--- src/rtl/vga_color_sequencer_if.sv ---
// Bundles the button/vblank inputs and the colour/mode/status outputs of
// vga_color_sequencer. The slave modport is the sequencer's view.
interface vga_color_sequencer_if #(
  parameter int FRAME_W = 16
);
  logic               button;
  logic               vga_vb;
  logic [7:0]         color;
  logic [1:0]         mode;
  logic               color_update;
  logic [FRAME_W-1:0] frame_cnt;

  modport master (
    output button, vga_vb,
    input  color, mode, color_update, frame_cnt
  );

  modport slave (
    input  button, vga_vb,
    output color, mode, color_update, frame_cnt
  );
endinterface

--- src/rtl/vga_color_sequencer.sv ---
// Debounces a push button and steps the VGA colour through SOLID/CYCLE/BLINK
// modes, changing the colour only on the rising edge of vertical blank.
module vga_color_sequencer #(
  parameter int unsigned DEBOUNCE_CYCLES = 250000,
  parameter int unsigned FRAMES_PER_STEP = 30,
  parameter logic [7:0]  SOLID_COLOR     = 8'hE0,
  parameter logic [7:0]  STEP            = 8'h01,
  parameter int          FRAME_W         = 16
) (
  input logic                    clk_sys,
  input logic                    reset,
  vga_color_sequencer_if.slave   bus
);

  localparam int DBW = (DEBOUNCE_CYCLES > 1) ? $clog2(DEBOUNCE_CYCLES) : 1;
  localparam int SW  = (FRAMES_PER_STEP > 1) ? $clog2(FRAMES_PER_STEP) : 1;
  localparam logic [DBW-1:0] DEB_MAX  = DBW'(DEBOUNCE_CYCLES - 1);
  localparam logic [SW-1:0]  STEP_MAX = SW'(FRAMES_PER_STEP - 1);

  typedef enum logic [1:0] {
    MODE_SOLID = 2'd0,
    MODE_CYCLE = 2'd1,
    MODE_BLINK = 2'd2
  } mode_e;

  logic               sync1_q, sync1_d;
  logic               sync2_q, sync2_d;
  logic               deb_level_q, deb_level_d;
  logic [DBW-1:0]     deb_cnt_q, deb_cnt_d;
  logic               press_q, press_d;
  logic               pending_q, pending_d;
  logic               vb_q, vb_d;
  mode_e              mode_q, mode_d;
  logic [7:0]         color_q, color_d;
  logic               phase_q, phase_d;
  logic [SW-1:0]      step_cnt_q, step_cnt_d;
  logic [FRAME_W-1:0] frame_cnt_q, frame_cnt_d;
  logic               color_update_q, color_update_d;

  logic btn_s;
  logic tick_s;
  logic advance_s;

  // Next-state logic: synchronizer, debounce, frame tick and mode/colour sequencing
  always_comb begin
    sync1_d        = bus.button;
    sync2_d        = sync1_q;
    deb_level_d    = deb_level_q;
    deb_cnt_d      = deb_cnt_q;
    press_d        = 1'b0;
    pending_d      = pending_q;
    vb_d           = bus.vga_vb;
    mode_d         = mode_q;
    color_d        = color_q;
    phase_d        = phase_q;
    step_cnt_d     = step_cnt_q;
    frame_cnt_d    = frame_cnt_q;
    color_update_d = 1'b0;

    btn_s     = sync2_q;
    tick_s    = bus.vga_vb & ~vb_q;
    advance_s = pending_q | press_q;

    if (btn_s == deb_level_q) begin
      deb_cnt_d = {DBW{1'b0}};
    end else if (deb_cnt_q == DEB_MAX) begin
      deb_level_d = btn_s;
      deb_cnt_d   = {DBW{1'b0}};
      press_d     = btn_s;
    end else begin
      deb_cnt_d = deb_cnt_q + DBW'(1);
    end

    // A press landing on the tick cycle is consumed by that tick, not left pending.
    if (tick_s) begin
      pending_d = 1'b0;
    end else if (press_q) begin
      pending_d = 1'b1;
    end else begin
      pending_d = pending_q;
    end

    if (tick_s && advance_s) begin
      frame_cnt_d    = frame_cnt_q + FRAME_W'(1);
      color_update_d = 1'b1;
      step_cnt_d     = {SW{1'b0}};
      phase_d        = 1'b1;
      case (mode_q)
        MODE_SOLID: begin
          mode_d  = MODE_CYCLE;
          color_d = 8'h00;
        end
        MODE_CYCLE: begin
          mode_d  = MODE_BLINK;
          color_d = SOLID_COLOR;
        end
        MODE_BLINK: begin
          mode_d  = MODE_SOLID;
          color_d = SOLID_COLOR;
        end
        default: begin
          mode_d  = MODE_SOLID;
          color_d = SOLID_COLOR;
        end
      endcase
    end else if (tick_s) begin
      frame_cnt_d    = frame_cnt_q + FRAME_W'(1);
      color_update_d = 1'b1;
      case (mode_q)
        MODE_SOLID: begin
          color_d = SOLID_COLOR;
        end
        MODE_CYCLE, MODE_BLINK: begin
          if (step_cnt_q == STEP_MAX) begin
            step_cnt_d = {SW{1'b0}};
            if (mode_q == MODE_CYCLE) begin
              color_d = color_q + STEP;
            end else begin
              phase_d = ~phase_q;
              color_d = phase_q ? 8'h00 : SOLID_COLOR;
            end
          end else begin
            step_cnt_d = step_cnt_q + SW'(1);
          end
        end
        default: begin
          mode_d  = MODE_SOLID;
          color_d = SOLID_COLOR;
        end
      endcase
    end else begin
      frame_cnt_d = frame_cnt_q;
    end
  end

  // State register with synchronous active-low reset
  always_ff @(posedge clk_sys) begin
    if (!reset) begin
      sync1_q        <= 1'b0;
      sync2_q        <= 1'b0;
      deb_level_q    <= 1'b0;
      deb_cnt_q      <= {DBW{1'b0}};
      press_q        <= 1'b0;
      pending_q      <= 1'b0;
      vb_q           <= 1'b0;
      mode_q         <= MODE_SOLID;
      color_q        <= SOLID_COLOR;
      phase_q        <= 1'b1;
      step_cnt_q     <= {SW{1'b0}};
      frame_cnt_q    <= {FRAME_W{1'b0}};
      color_update_q <= 1'b0;
    end else begin
      sync1_q        <= sync1_d;
      sync2_q        <= sync2_d;
      deb_level_q    <= deb_level_d;
      deb_cnt_q      <= deb_cnt_d;
      press_q        <= press_d;
      pending_q      <= pending_d;
      vb_q           <= vb_d;
      mode_q         <= mode_d;
      color_q        <= color_d;
      phase_q        <= phase_d;
      step_cnt_q     <= step_cnt_d;
      frame_cnt_q    <= frame_cnt_d;
      color_update_q <= color_update_d;
    end
  end

  assign bus.color        = color_q;
  assign bus.mode         = mode_q;
  assign bus.color_update = color_update_q;
  assign bus.frame_cnt    = frame_cnt_q;

endmodule

--- src/flat_wrapper.sv ---
// flat-port wrapper written by rule: the top's interface ports become plain ports
module vga_color_sequencer_flat 
#(
  parameter int unsigned DEBOUNCE_CYCLES = 250000,
  parameter int unsigned FRAMES_PER_STEP = 30,
  parameter logic [7:0]  SOLID_COLOR     = 8'hE0,
  parameter logic [7:0]  STEP            = 8'h01,
  parameter int          FRAME_W         = 16
)
  (clk_sys, reset, bus_button, bus_vga_vb, bus_color, bus_mode, bus_color_update, bus_frame_cnt);
  vga_color_sequencer_if #(.FRAME_W(FRAME_W)) bus_i ();
  input logic clk_sys;
  input logic reset;
  input wire logic [$bits(bus_i.button)-1:0] bus_button;
  input wire logic [$bits(bus_i.vga_vb)-1:0] bus_vga_vb;
  output wire logic [$bits(bus_i.color)-1:0] bus_color;
  output wire logic [$bits(bus_i.mode)-1:0] bus_mode;
  output wire logic [$bits(bus_i.color_update)-1:0] bus_color_update;
  output wire logic [$bits(bus_i.frame_cnt)-1:0] bus_frame_cnt;
  assign bus_i.button = bus_button;
  assign bus_i.vga_vb = bus_vga_vb;
  assign bus_color = bus_i.color;
  assign bus_mode = bus_i.mode;
  assign bus_color_update = bus_i.color_update;
  assign bus_frame_cnt = bus_i.frame_cnt;
  vga_color_sequencer #(.DEBOUNCE_CYCLES(DEBOUNCE_CYCLES), .FRAMES_PER_STEP(FRAMES_PER_STEP), .SOLID_COLOR(SOLID_COLOR), .STEP(STEP), .FRAME_W(FRAME_W)) u_core (.clk_sys(clk_sys), .reset(reset), .bus(bus_i));
endmodule
--- config.mk ---
export PLATFORM = sky130hd
export DESIGN_NAME = vga_color_sequencer_flat
export DESIGN_NICKNAME = d
export VERILOG_FILES = /design/src/rtl/vga_color_sequencer_if.sv /design/src/rtl/vga_color_sequencer.sv /design/src/flat_wrapper.sv
export SDC_FILE = /design/constraint.sdc
export NUM_CORES = 1
export LEC_CHECK = 0
export ABC_AREA = 1
export ABC_CLOCK_PERIOD_IN_PS = 1800
export BUFFER_PORTS_ARGS = -buffer_cell sky130_fd_sc_hd__buf_2
export CAP_MARGIN = 30
export CORE_ASPECT_RATIO = 1.2
export CORE_MARGIN = 1
export CORE_UTILIZATION = 58
export DETAILED_ROUTE_END_ITERATION = 6
export MAX_ROUTING_LAYER = met4
export PLACE_DENSITY_LB_ADDON = 0.12
export SETUP_SLACK_MARGIN = 0.3
export SLEW_MARGIN = 15
export SYNTH_ARGS = -nofsm -noshare
export SYNTH_HDL_FRONTEND = slang
export SYNTH_SLANG_ARGS = --single-unit
--- constraint.sdc ---
create_clock -name clk_sys -period 1.8 [get_ports clk_sys]
set_clock_uncertainty 0.1 [all_clocks]
set_input_delay 0.36 -clock clk_sys [delete_from_list [all_inputs] [get_ports clk_sys]]
set_output_delay 0.36 -clock clk_sys [all_outputs]
set_load 0.01 [all_outputs]
Yosys cells after proc, flatten, opt, wreduce, memory -nomap -nowiden
Cells that the tools add are included.

word-level totals
  input port bits = 4
  memory bits (read-only) = 0
  bits in latches = 0
  RAM bits = 0
  memories = 0
  output and inout bits = 27
  register bits after elaboration = 57

operators by class
  eq/ne operators = 7
  $add $sub $neg = 4
  $lt $le $gt $ge = 0
  $mul = 0
  shift-type cells = 0
  bitwise logic cells = 8
  reductions and logical operators = 14
  divide/modulo/power cells = 0
  mux-type cells = 16

operators with widths
  kind                                                   count
  two-way mux 8 bit                                      7
  two-way mux 16 bit                                     2
  adder 18 x 1 -> 18 bit, second input constant          1
  == test 18 bit, second input constant                  1
  adder 16 x 1 -> 16 bit, second input constant          1
  OR reduction 3 bit                                     3
  adder 8 x 1 -> 8 bit, second input constant            1
  AND reduction 2 bit                                    4
  two-way mux 2 bit                                      3
  inverter 1 bit                                         6
  OR reduction 2 bit                                     3
  adder 5 x 1 -> 5 bit, second input constant            1
  == test 5 bit, second input constant                   1
  two-way mux 5 bit                                      1
  one-hot mux 2 bit (2 select lines)                     1
  AND reduction 4 bit                                    1
  inequality test 3 x 1 -> 1 bit, second input constant  1
  == test 2 x 1 -> 1 bit, second input constant          1
  == test 2 bit, second input constant                   1
  zero test 2 bit                                        1
  two-way mux 1 bit                                      2
  inequality test 2 x 1 -> 1 bit, second input constant  1
  nonzero test 2 bit                                     1
  bitwise AND 1 bit                                      1
  other kinds (3)                                        3

Logic depth before layout (Yosys ltp)
Gate-level depths: netlist of the first run.

  depth after elaboration = 6
  gate-level depth with buffers = 12
  depth with buffers taken out = 12

Least setup slack after synthesis of the first run
No wires, ideal clock.

  path kind = register to register
  start = register u_core.mode_q[0], in the netlist u_core.bus.mode[0]
  end = register u_core.color_q[4], in the netlist u_core.bus.color[4]
  data required time = 1.582 ns
  buffers on the path = 1
  path slack = 0.232 ns
  cell stages (with the launch flop) = 10
  library setup time = 0.118 ns
  arrival time = 1.350 ns
  clock period less this slack = 1.568 ns
  cell sequence = dfxtp_1 inv_1 ha_1 nand3_2 nand2_2 buf_6 nor2_1 nand2_1 nand2_1 nor2_1

between the ends
  word-level cells in the longest chain between the ends = 6
  elaborated cells between the ends (all ways) = 10
  classes of those cells = eq/ne: 3; mux: 5; reduce/logical: 2

RTL lines
  element                   line                                                    source
  start: declaration        vga_color_sequencer.sv:33                               mode_e mode_q, mode_d;
  start signal: assignment  vga_color_sequencer.sv:160                              mode_q <= mode_d;
  == test 2 x 1 -> 1 bit    vga_color_sequencer.sv:109, vga_color_sequencer.sv:116
  two-way mux 8 bit         vga_color_sequencer.sv:116                              if (mode_q == MODE_CYCLE) begin
  two-way mux 8 bit         vga_color_sequencer.sv:114                              if (step_cnt_q == STEP_MAX) begin
  two-way mux 8 bit         vga_color_sequencer.sv:109                              case (mode_q)
  two-way mux 8 bit         vga_color_sequencer.sv:106                              end else if (tick_s) begin
  two-way mux 8 bit         vga_color_sequencer.sv:83                               if (tick_s && advance_s) begin
  end signal: assignment    vga_color_sequencer.sv:161                              color_q <= color_d;
  end: declaration          vga_color_sequencer.sv:34                               logic [7:0] color_q, color_d;

Several ways; a longest one is shown, not always the timed one. The select of a mux whose other input is x is not followed.
A chain may end at the register's enable or synchronous reset.

Final worst setup path of the first run
  start = register u_core.step_cnt_q[1]
  end = register u_core.color_q[6], in the netlist u_core.bus.color[6]

between the ends
  word-level cells in the longest chain between the ends = 3

RTL lines
  element                                          line                        source
  start: declaration                               vga_color_sequencer.sv:36   logic [SW-1:0] step_cnt_q, step_cnt_d;
  start signal: assignment                         vga_color_sequencer.sv:149  step_cnt_q <= {SW{1'b0}};
  start signal: assignment                         vga_color_sequencer.sv:163  step_cnt_q <= step_cnt_d;
  == test 5 bit                                    vga_color_sequencer.sv:114
  inequality test 3 x 1 -> 1 bit (no source line)  n/a
  AND reduction 2 bit (no source line)             n/a

Every way passes these cells.

==> flow_metrics.env, run 1 <==
export IMPL_mostFrequentLayoutCell="nand2_1"
export IMPL_hp_class="in -> reg"
export IMPL_pwr_share_seq_pct=48.7
export IMPL_routabilityCongestion=0.885
export IMPL_fin_nets=482
export IMPL_fin_ws_ps=319
export IMPL_vias=2892
export IMPL_critPathKind="reg -> reg"
export IMPL_place_area_sq_mm=0.00315
export IMPL_hold_ws_ps=130
export IMPL_die_area_sq_mm=0.00528
export IMPL_p_leak_nw=1.57
export IMPL_tightestPinTransition_ps=501
export IMPL_p_clk_share_pct=43.7
export IMPL_syn_nets=423
export IMPL_finalMaxSlewViolations=0
export IMPL_power_switching_share_pct=23.8
export IMPL_combinationalPowerShare_pct=7.6
export IMPL_grt_max_degree=12
export IMPL_grt_pass1_wl_um=10800
export IMPL_dp_hpwl_um=4300
export IMPL_clock_sinks=57
export IMPL_drive_gt1_share_pct=30.9
export IMPL_io_pins=31
export IMPL_wl_per_cell_um=13.3
export IMPL_ant_nets=0
export IMPL_yosysSeqAreaShare_pct=39.4
export IMPL_slew_headroom_pct=66.6
export IMPL_required_ps=1930
export IMPL_clockBufferDepth=2
export IMPL_viasPerCell=5.46
export IMPL_dr_pass1_iters=4
export IMPL_drt_iter0_drc=269
export IMPL_cts_buffers=9
export IMPL_post_synth_inst_count=409
export IMPL_vdd_ir_drop_worst_mv=0.571
export IMPL_synth_seq_cells=57
export IMPL_p_switching_w=0.000649
export IMPL_area_growth_synth_to_final_pct=30.0
export IMPL_setup_viol_count_final=0
export IMPL_cts_max_level=3
export IMPL_routed_wl_um=7040
export IMPL_rsz0062_at_grt="yes"
export IMPL_groute_usage_overall_pct=27.2
export IMPL_antenna_found_initial=0
export IMPL_tritoncts="yes"
export IMPL_core_area_sq_mm=0.00470
export IMPL_clock_latency_ps=330
export IMPL_netlist_area_sq_mm=0.00289
export IMPL_internal_power_w=0.00208
export IMPL_p_per_area_mw_per_mm2=726
export IMPL_fmax_mhz=675
export IMPL_worst_endpoint_arrival_ps=1610
export IMPL_start_util_pct=61.6
export IMPL_min_period_over_period_pct=82.3
export IMPL_endpoint_kind="flop"
export IMPL_status="completed"
export IMPL_die_h_um=79.4
export IMPL_overflow=0
export IMPL_portBuffers=30
export IMPL_worstSetupStartpointType="flop"
export IMPL_synth_warnings=0
export IMPL_hold_violations=0
export IMPL_clk_pin_slew_ps=60
export IMPL_drc=0
export IMPL_timing_setup_tns_ps=0
export IMPL_layout_common_cells="nand2_1 (85), inv_1 (45), nor2_1 (45), dfxtp_1 (45), buf_2 (30)"
export IMPL_path_max_fanout=5
export IMPL_grt_pass1_vias=2508
export IMPL_ys_types=32
export IMPL_die_w_um=66.5
export IMPL_pre_cts_ws_ps=137
export IMPL_post_route_min_period_ps=1480
export IMPL_avgSynthCellArea_sq_um=7.08
export IMPL_max_cap_violations=0
export IMPL_root_buffer="clkbuf_8"
export IMPL_design_area_sq_mm=0.00376
export IMPL_diodes=0
export IMPL_rows=27
-- worst paths after layout --
path,from,to,slack (ps),cells past startpoint
hold / removal,bus_button,u_core.sync1_q,130,3
hold reg to reg,u_core.sync1_q,u_core.btn_s,330,2
setup / recovery,u_core.step_cnt_q[1],u_core.bus.color[6],320,10
setup reg to reg,u_core.step_cnt_q[1],u_core.bus.color[6],320,10
-- cell type report --
class	count	area [sq um]
clock buffer	12	155
clock inverter	3	40.0
fill	313	932
inverter	55	211
multi-input combinational	297	1830
sequential	57	1170
tap	58	72.6
timing repair buffer	48	293
-- timing repair --
item / in CTS / in global routing
endpoints found under the setup margin: 33 / 39
hold buffers: 0 / 0
resized for setup: 25 / 53
pin swaps: 7 / 12
gates cloned: 3 / 1
setup buffers: 3 / 8
-- worst max-delay path, stage by stage (launching register included) --
cell and delay (ps):
dfxtp_4 350, inv_2 60, ha_4 130, nand2_4 50, nor2_4 90, inv_2 70, nand3_4 90, nand2_8 90
buf_6 130, a21oi_1 140, nand2_1 70
-- cells in the mapped netlist (all sizes together) --
cell type	number	share of area [%]
nor3	18	3.5
nand3	29	5.5
nand4	14	3.2
or2	3	0.65
a31oi	1	0.22
buf	2	0.78
nor2	66	10
dfxtp	57	39
and3	1	0.22
o21bai	4	1.3
nand2	96	13
a21oi	28	4.8
inv	54	7.0
nor3b	2	0.52
xor2	6	1.8
nor4	1	0.22
ha	10	4.3
clkinv	1	0.13
clkbuf	2	0.26
o21ai	14	2.9
-- logic make-up (layout without fill, tap and decap cells) --
logic type	count (synthesis)	after routing	synth area share, %
fa+ha+maj	10	10	4.32
buf+inv	59	118	8.17
xor+xnor	6	6	1.82
flops	57	57	39.4
compound gates	47	47	9.30
simple gates	230	234	37.0
-- power by group through the flow --
| stage | combinational (W) | sequential, W | clock, W |
|---|---|---|---|
| after floorplan | 0.0000916 | 0.00136 | 0 |
| after global placement | 0.000157 | 0.00135 | 0 |
| after detailed placement | 0.000162 | 0.00135 | 0 |
| after CTS | 0.000184 | 0.00133 | 0.00120 |
| after global routing | 0.000232 | 0.00134 | 0.00125 |
| final | 0.000208 | 0.00133 | 0.00119 |
-- per-stage QoR --
step / power, W / util [%] / cells
final: 0.00273 / 80.1 / 530
after detailed placement: 0.00151 / 67.1 / 500
after global placement: 0.00151 / 67.1 / 500
after global routing: 0.00282 / 80.1 / 530
after CTS: 0.00272 / 74.8 / 521
after floorplan: 0.00145 / - / 409
-- state kept, by name (all words and copies together) (netlist names) --
signal / count
u_core.bus.color: 8
u_core.btn_s: 1
u_core.step_cnt_q: 5
u_core.sync1_q: 1
u_core.pending_q: 1
u_core.bus.mode: 2
u_core.deb_cnt_q: 18
u_core.vb_q: 1
u_core.bus.color_update: 1
u_core.deb_level_q: 1
u_core.press_q: 1
u_core.phase_q: 1
u_core.bus.frame_cnt: 16
-- per-layer routing --
metal,GRT usage (%),wire (um)
met3,6.29,281
met1,31.7,3050
met4,11.7,236
met5,-,0
met2,44.5,3470
Note: power is estimated with default switching activity, not from simulation.
==> run 2, diff against run 1 <==
--- a/config.mk
+++ b/config.mk
@@ -6,12 +6,12 @@
 export NUM_CORES = 1
 export LEC_CHECK = 0
 export ABC_AREA = 1
-export ABC_CLOCK_PERIOD_IN_PS = 1800
+export ABC_CLOCK_PERIOD_IN_PS = 1250
 export BUFFER_PORTS_ARGS = -buffer_cell sky130_fd_sc_hd__buf_2
 export CAP_MARGIN = 30
 export CORE_ASPECT_RATIO = 1.2
 export CORE_MARGIN = 1
-export CORE_UTILIZATION = 58
+export CORE_UTILIZATION = 53
 export DETAILED_ROUTE_END_ITERATION = 6
 export MAX_ROUTING_LAYER = met4
 export PLACE_DENSITY_LB_ADDON = 0.12
==> constraint.sdc (replaced) <==
create_clock -name clk_sys -period 1.25 [get_ports clk_sys]
set_clock_uncertainty 0.1 [all_clocks]
set_input_delay 0.25 -clock clk_sys [delete_from_list [all_inputs] [get_ports clk_sys]]
set_output_delay 0.25 -clock clk_sys [all_outputs]
set_load 0.01 [all_outputs]
==> run 2 against run 1 <==
Synthesized cell count stayed put. The flow now stops in 5_1_grt. Area after synthesis stayed put.
==> flow_metrics.env, run 2 <==
export IMPL_start_util_pct=55.0
export IMPL_ys_types=32
export IMPL_clockBufferDepth=2
export IMPL_dp_hpwl_um=5360
export IMPL_yosysMostFrequentCell="nand2_1"
export IMPL_netlist_area_sq_mm=0.00289
export IMPL_cts_buffers=9
export IMPL_rows=29
export IMPL_cts_max_level=3
export IMPL_synth_top_cells_by_count="nand2_1 (90), dfxtp_1 (57), nor2_1 (55), inv_1 (51), a21oi_1 (28)"
export IMPL_die_w_um=69.5
export IMPL_synth_area_leaders="dfxtp_1 (39%), nand2_1 (12%), nor2_1 (7.1%)"
export IMPL_synth_edf_count=0
export IMPL_portBuffers=30
export IMPL_error="[ERROR DPL-0038] Utilization greater than 100%, impossible to legalize"
export IMPL_io_pins=31
export IMPL_synth_warnings=0
export IMPL_netlist_area_leader_share_pct=39.4
export IMPL_yosysSeqAreaShare_pct=39.4
export IMPL_clock_sinks=57
export IMPL_grt_max_degree=13
export IMPL_root_buffer="clkbuf_8"
export IMPL_lastStage="5_1_grt"
export IMPL_synth_seq_cells=57
export IMPL_endpoint_type="register data pin"
export IMPL_synthArstFlopShare_pct=0
export IMPL_die_h_um=82.9
export IMPL_avgSynthCellArea_sq_um=7.08
export IMPL_status="did not finish"
export IMPL_yosysTopAreaCell="dfxtp_1"
export IMPL_worst_endpoint="u_core.deb_cnt_q[10]$_SDFF_PP0_/D"
export IMPL_routabilityCongestion=0.856
export IMPL_synth_flop_cell="dfxtp_1"
export IMPL_place_inst=575
export IMPL_post_synth_inst_count=409
export IMPL_syn_nets=423
[run 2: what timing repair did]
item / in CTS
gates cloned: 3
hold endpoints to repair: 1
setup endpoints to repair: 79
resized for setup: 125
setup buffers: 15
hold buffers: 1
pin swaps: 33
[run 2: kinds of logic after synthesis]
| group | Yosys count | share of synthesized area (%) |
|---|---|---|
| simple gates | 230 | 37.0 |
| buf+inv | 59 | 8.17 |
| flops | 57 | 39.4 |
| compound gates | 47 | 9.30 |
| fa+ha+maj | 10 | 4.32 |
| xor+xnor | 6 | 1.82 |
[run 2: per-stage QoR]
| stage | instance area [sq um] | setup slack (ps) | utilization [%] |
|---|---|---|---|
| after floorplan | 3120 | -180 | - |
| after global placement | 3930 | -165 | 74.7 |
| after detailed placement | 3930 | -249 | 74.7 |
| after CTS | 4800 | -158 | 91.2 |
==> run 3, diff against run 2 <==
--- a/config.mk
+++ b/config.mk
@@ -6,16 +6,13 @@
 export NUM_CORES = 1
 export LEC_CHECK = 0
 export ABC_AREA = 1
-export ABC_CLOCK_PERIOD_IN_PS = 1250
+export ABC_CLOCK_PERIOD_IN_PS = 1620
 export BUFFER_PORTS_ARGS = -buffer_cell sky130_fd_sc_hd__buf_2
 export CAP_MARGIN = 30
-export CORE_ASPECT_RATIO = 1.2
 export CORE_MARGIN = 1
-export CORE_UTILIZATION = 53
+export CORE_UTILIZATION = 40
 export DETAILED_ROUTE_END_ITERATION = 6
-export MAX_ROUTING_LAYER = met4
-export PLACE_DENSITY_LB_ADDON = 0.12
-export SETUP_SLACK_MARGIN = 0.3
+export PLACE_DENSITY_LB_ADDON = 0.15
 export SLEW_MARGIN = 15
 export SYNTH_ARGS = -nofsm -noshare
 export SYNTH_HDL_FRONTEND = slang
==> constraint.sdc (replaced) <==
create_clock -name clk_sys -period 1.62 [get_ports clk_sys]
set_clock_uncertainty 0.1 [all_clocks]
set_input_delay 0.324 -clock clk_sys [delete_from_list [all_inputs] [get_ports clk_sys]]
set_output_delay 0.324 -clock clk_sys [all_outputs]
set_load 0.01 [all_outputs]
==> run 3 against run 2 <==
The flow now finishes without violations.
==> flow_metrics.env, run 3 (synthesis results as in run 1) <==
export IMPL_max_cap_violations=0
export IMPL_vias=2693
export IMPL_hold_start="bus_button"
export IMPL_multi_input_area_sq_mm=0.00160
export IMPL_path_max_fanout=5
export IMPL_post_cts_setup_buffer_count=0
export IMPL_tightestPinTransition_ps=307
export IMPL_r2r_start="u_core.bus.frame_cnt[0]"
export IMPL_required_ps=1750
export IMPL_rsz0062_at_grt="no"
export IMPL_worst_endpoint_arrival_ps=1630
export IMPL_cts_buffers=9
export IMPL_start_util_pct=41.9
export IMPL_drive_gt1_share_pct=24.9
export IMPL_finalMaxSlewViolations=0
export IMPL_portBuffers=30
export IMPL_dr_pass1_iters=4
export IMPL_drt_iter0_drc=151
export IMPL_clock_sinks=57
export IMPL_ant_nets=0
export IMPL_routabilityCongestion=0.891
export IMPL_endpoint_kind="flop"
export IMPL_r2r_end="u_core.bus.frame_cnt[12]"
export IMPL_min_path_cells=3
export IMPL_ff_latch_area_sq_mm=0.00115
export IMPL_fmax_mhz=664
export IMPL_tritoncts="yes"
export IMPL_wl_per_cell_um=11.1
export IMPL_timing_setup_tns_ps=0
export IMPL_p_per_area_mw_per_mm2=850
export IMPL_die_w_um=87.1
export IMPL_clock_latency_ps=330
export IMPL_overflow=0
export IMPL_die_area_sq_mm=0.00758
export IMPL_final_util_pct=52.4
export IMPL_critPathKind="reg -> reg"
export IMPL_hp_class="in -> reg"
export IMPL_hold_violations=0
export IMPL_io_pins=31
export IMPL_viasPerCell=4.76
export IMPL_hold_ws_ps=90.6
export IMPL_fin_nets=479
export IMPL_diodes=0
export IMPL_dp_hpwl_um=4550
export IMPL_layout_common_cells="nand2_1 (87), nor2_1 (51), dfxtp_1 (51), inv_1 (50), buf_2 (30)"
export IMPL_grt_pass1_wl_um=10600
export IMPL_drc=0
export IMPL_grt_pass1_vias=2435
export IMPL_whs_endpoint="u_core.sync1_q"
export IMPL_setup_viol_count_final=0
export IMPL_num_fill_cells=730
export IMPL_vdd_ir_drop_worst_mv=0.389
export IMPL_reg2reg_depth=8
export IMPL_slew_headroom_pct=79.4
export IMPL_worstSetupStartpointType="flop"
export IMPL_grt_max_degree=19
export IMPL_cts_max_level=3
export IMPL_clk_pin_slew_ps=70
export IMPL_groute_usage_overall_pct=17.7
export IMPL_area_growth_synth_to_final_pct=24.9
export IMPL_antenna_found_initial=0
export IMPL_p_leak_nw=1.48
export IMPL_status="completed"
export IMPL_largest_register_ff_count=18
export IMPL_die_h_um=87.1
export IMPL_root_buffer="clkbuf_8"
export IMPL_clockBufferDepth=2
export IMPL_rows=30
export IMPL_routed_wl_um=6270
export IMPL_regMostFlops="u_core.deb_cnt_q"
export IMPL_min_period_over_period_pct=93.0
export IMPL_post_route_min_period_ps=1510
export IMPL_rrSetupSlack_ps=110
export IMPL_core_area_sq_mm=0.00691
export IMPL_mostFrequentLayoutCell="nand2_1"
-- run 3: worst max-delay path, cell delays in order, from the launching register on --
cell and delay, ps:
dfxtp_1 400, ha_2 250, nand3_2 110, nor2_2 130
nand3_1 120, nor2_1 140, nand2_1 60, nand2_1 60
nor2_1 40
-- run 3: power breakdown --
part / switching, W / internal (W) / total [W]
registers: 0.0000362 / 0.00144 / 0.00147
clock network: 0.000579 / 0.000833 / 0.00141
logic: 0.000111 / 0.0000782 / 0.000190
-- run 3: repair_timing --
| item | 4_1_cts | 5_1_grt |
|---|---|---|
| hold buffers | 0 | 0 |
| endpoints found under the setup margin | 0 | 32 |
| resized for setup | 0 | 27 |
-- run 3: metal layers --
metal  vias to the layer above  routed length [um]  global-route usage (%)
met5                         -                   0                       0
met4                         0                 167                    9.24
met3                        16                 221                    3.41
met2                        56                2680                    27.6
met1                      1184                3190                    23.3
li1                       1437                   -                       -
-- run 3: worst max-delay path by stage --
stage,startpoint,end,slack [ps],cells past startpoint
floorplan,u_core.bus.mode[0],u_core.bus.color[4],50,9
global placement,bus_vga_vb,u_core.bus.color[3],60,10
detailed placement,bus_vga_vb,u_core.bus.color[3],40,10
CTS,u_core.bus.mode[1],u_core.bus.color[2],20,9
global route,u_core.deb_cnt_q[1],u_core.press_q,5,8
finish,u_core.bus.frame_cnt[0],u_core.bus.frame_cnt[12],110,8
-- run 3: stage by stage --
stage	instances	setup WS, ps	cell area [sq um]	total power (W)
3_5_place_dp	549	35.5	3280	0.00168
4_1_cts	565	21.2	3500	0.00311
3_3_place_gp	549	60.6	3280	0.00168
2_1_floorplan	409	51.8	2890	0.00161
5_1_grt	566	5.42	3620	0.00321
6_report	566	114	3620	0.00307
-- run 3: final cells by class --
| cell class | count | area share, % |
|---|---|---|
| well taps | 96 | 3.32 |
| repair buffers | 49 | 8.93 |
| clock inverters | 4 | 1.38 |
| inverters | 55 | 5.78 |
| clock buffers | 12 | 4.57 |
| flip-flops and latches | 57 | 31.8 |
| multi-input cells | 293 | 44.3 |
==> run 4, diff against run 3 <==
--- a/config.mk
+++ b/config.mk
@@ -6,11 +6,12 @@
 export NUM_CORES = 1
 export LEC_CHECK = 0
 export ABC_AREA = 1
-export ABC_CLOCK_PERIOD_IN_PS = 1620
-export BUFFER_PORTS_ARGS = -buffer_cell sky130_fd_sc_hd__buf_2
+export ABC_CLOCK_PERIOD_IN_PS = 1800
+export BUFFER_PORTS_ARGS = -buffer_cell sky130_fd_sc_hd__buf_4
 export CAP_MARGIN = 30
 export CORE_MARGIN = 1
 export CORE_UTILIZATION = 40
+export CTS_CLUSTER_DIAMETER = 150
 export DETAILED_ROUTE_END_ITERATION = 6
 export PLACE_DENSITY_LB_ADDON = 0.15
 export SLEW_MARGIN = 15
==> constraint.sdc (replaced) <==
create_clock -name clk_sys -period 1.8 [get_ports clk_sys]
set_clock_uncertainty 0.1 [all_clocks]
set_input_delay 0.36 -clock clk_sys [delete_from_list [all_inputs] [get_ports clk_sys]]
set_output_delay 0.36 -clock clk_sys [all_outputs]
set_load 0.01 [all_outputs]
==> run 4 against run 3 <==
Fmax down 7.8%. Clock power down 28%. Count of clock-buffer cells in the layout down 1. Register-to-register slack better by 50 ps. Critical endpoint is now u_core.step_cnt_q[2]. Largest cell class unchanged. Highest routed layer unchanged.
==> flow_metrics.env, run 4 (synthesis results as in run 1) <==
export IMPL_status="completed"
export IMPL_post_cts_setup_buffer_count=0
export IMPL_p_per_area_mw_per_mm2=731
export IMPL_finalMaxSlewViolations=0
export IMPL_cts_max_level=3
export IMPL_timing_setup_tns_ps=0
export IMPL_hold_ws_ps=112
export IMPL_drc=0
export IMPL_die_h_um=87.1
export IMPL_clock_sinks=57
export IMPL_power_switching_share_pct=25.9
export IMPL_min_period_over_period_pct=90.8
export IMPL_place_inst=536
export IMPL_hold_start="bus_button"
export IMPL_crit_path_frequent_cell="inv_1"
export IMPL_max_cap_violations=0
export IMPL_viasPerCell=4.69
export IMPL_num_fill_cells=744
export IMPL_path_delay_family="flip-flops"
export IMPL_groute_usage_overall_pct=17.8
export IMPL_reg2reg_depth=7
export IMPL_multi_input_area_sq_mm=0.00154
export IMPL_post_route_min_period_ps=1630
export IMPL_wl_per_cell_um=11.0
export IMPL_min_path_cells=3
export IMPL_r2r_start="u_core.bus.mode[1]"
export IMPL_whs_endpoint="u_core.sync1_q"
export IMPL_antenna_found_initial=0
export IMPL_holdBufCountCts=0
export IMPL_mostFrequentLayoutCell="nand2_1"
export IMPL_largest_register_ff_count=18
export IMPL_start_util_pct=41.9
export IMPL_vdd_ir_drop_worst_mv=0.539
export IMPL_io_pins=31
export IMPL_drive_gt1_share_pct=18.2
export IMPL_drt_iter0_drc=136
export IMPL_internal_power_w=0.00186
export IMPL_worstSetupStartpointType="flop"
export IMPL_clk_pin_slew_ps=70
export IMPL_grt_busiest_layer="met2"
export IMPL_critPathMaxStageDelay_ps=400
export IMPL_grt_max_degree=24
export IMPL_rrSetupSlack_ps=170
export IMPL_endpoint_kind="flop"
export IMPL_worst_endpoint_arrival_ps=1770
export IMPL_slew_headroom_pct=76.1
export IMPL_grt_pass1_wl_um=10400
export IMPL_hold_violations=0
export IMPL_setup_viol_count_final=0
export IMPL_path_max_fanout=6
export IMPL_p_switching_w=0.000651
export IMPL_cp_cell_sequence="inv_1, ha_1, nand2_2, o21ai_4, a21oi_1, o21ai_0, inv_1"
export IMPL_routabilityCongestion=0.811
export IMPL_ant_nets=0
export IMPL_root_buffer="clkbuf_8"
export IMPL_combinationalPowerShare_pct=6.7
export IMPL_critPathBufInv=2
export IMPL_grt_pass1_vias=2319
export IMPL_area_growth_synth_to_final_pct=18.7
export IMPL_tightestPinTransition_ps=356
export IMPL_clock_latency_ps=340
export IMPL_cts_buffers=9
export IMPL_r2r_end="u_core.step_cnt_q[2]"
export IMPL_gr_usage_met1_pct=23.6
export IMPL_overflow=0
export IMPL_hp_class="in -> reg"
export IMPL_slowest_stage="dfxtp_1"
export IMPL_die_area_sq_mm=0.00758
export IMPL_p_clk_share_pct=40.4
export IMPL_p_leak_nw=1.37
export IMPL_core_area_sq_mm=0.00691
export IMPL_fmax_mhz=612
export IMPL_grtUsageMet3_pct=5.69
export IMPL_rsz0062_at_grt="no"
export IMPL_required_ps=1930
export IMPL_die_w_um=87.1
export IMPL_portBuffers=30
export IMPL_clockBufferDepth=2
export IMPL_routed_wl_um=6080
export IMPL_ff_latch_area_sq_mm=0.00114
export IMPL_fin_cells=552
export IMPL_diodes=0
export IMPL_vias=2590
export IMPL_dp_hpwl_um=4450
export IMPL_tritoncts="yes"
export IMPL_layout_common_cells="nand2_1 (90), dfxtp_1 (56), nor2_1 (54), inv_1 (51), buf_4 (35)"
export IMPL_rows=30
export IMPL_cts_resized=0
export IMPL_cp_startpoint="u_core.bus.mode[1]"
export IMPL_pwr_share_seq_pct=52.9
export IMPL_grtUsageMet2_pct=27.1
export IMPL_dr_pass1_iters=4
export IMPL_fin_nets=465
export IMPL_critPathKind="reg -> reg"
export IMPL_regMostFlops="u_core.deb_cnt_q"
## run 4: cell count changes in the layout (fill, tap and decap cells not counted), sizes merged
cell / change
buf: -13
bufinv: -1
clkbuf: -2
clkinv: +1
clkinvlp: +1
## run 4: layer usage
layer | share of wire, % | routed length, um
met1 | 51 | 3110
met2 | 43 | 2610
met3 | 4.7 | 283
met4 | 1.3 | 82
met5 | 0 | 0
## run 4: worst max path at each step
stage,cells after the start,endpoint,slack [ps]
finish,7,u_core.step_cnt_q[2],170
global route,8,u_core.press_q,30
CTS,9,u_core.bus.color[2],70
detailed placement,9,u_core.bus.color[2],100
global placement,9,u_core.bus.color[2],170
floorplan,9,u_core.bus.color[4],230
## run 4: area by class of cell
type / count / share of cell area, %
multi-input cells: 293 / 44.8
flip-flops and latches: 57 / 33.3
repair buffers: 35 / 7.65
inverters: 55 / 6.01
clock buffers: 11 / 3.83
well taps: 96 / 3.50
clock inverters: 5 / 0.947
## run 4: per-stage QoR
stage          worst slack, ps  cell area [sq um]  utilization, %  power, W
2_1_floorplan              232               2890               -   0.00145
3_3_place_gp               168               3250            47.0   0.00152
3_5_place_dp               103               3250            47.0   0.00152
4_1_cts                   74.3               3410            49.4   0.00255
5_1_grt                   32.0               3430            49.7   0.00264
6_report                   166               3430            49.7   0.00251
## run 4: worst min-delay path, stage by stage
cell     delay (ps)
buf_4            80
nand2_1          40
inv_1            40
## run 4: power groups by stage
stage	registers, W	clock network [W]	logic [W]
floorplan	0.00136	0	0.0000910
global placement	0.00136	0	0.000163
detailed placement	0.00136	0	0.000167
CTS	0.00133	0.00105	0.000169
global route	0.00133	0.00111	0.000192
finish	0.00133	0.00101	0.000169
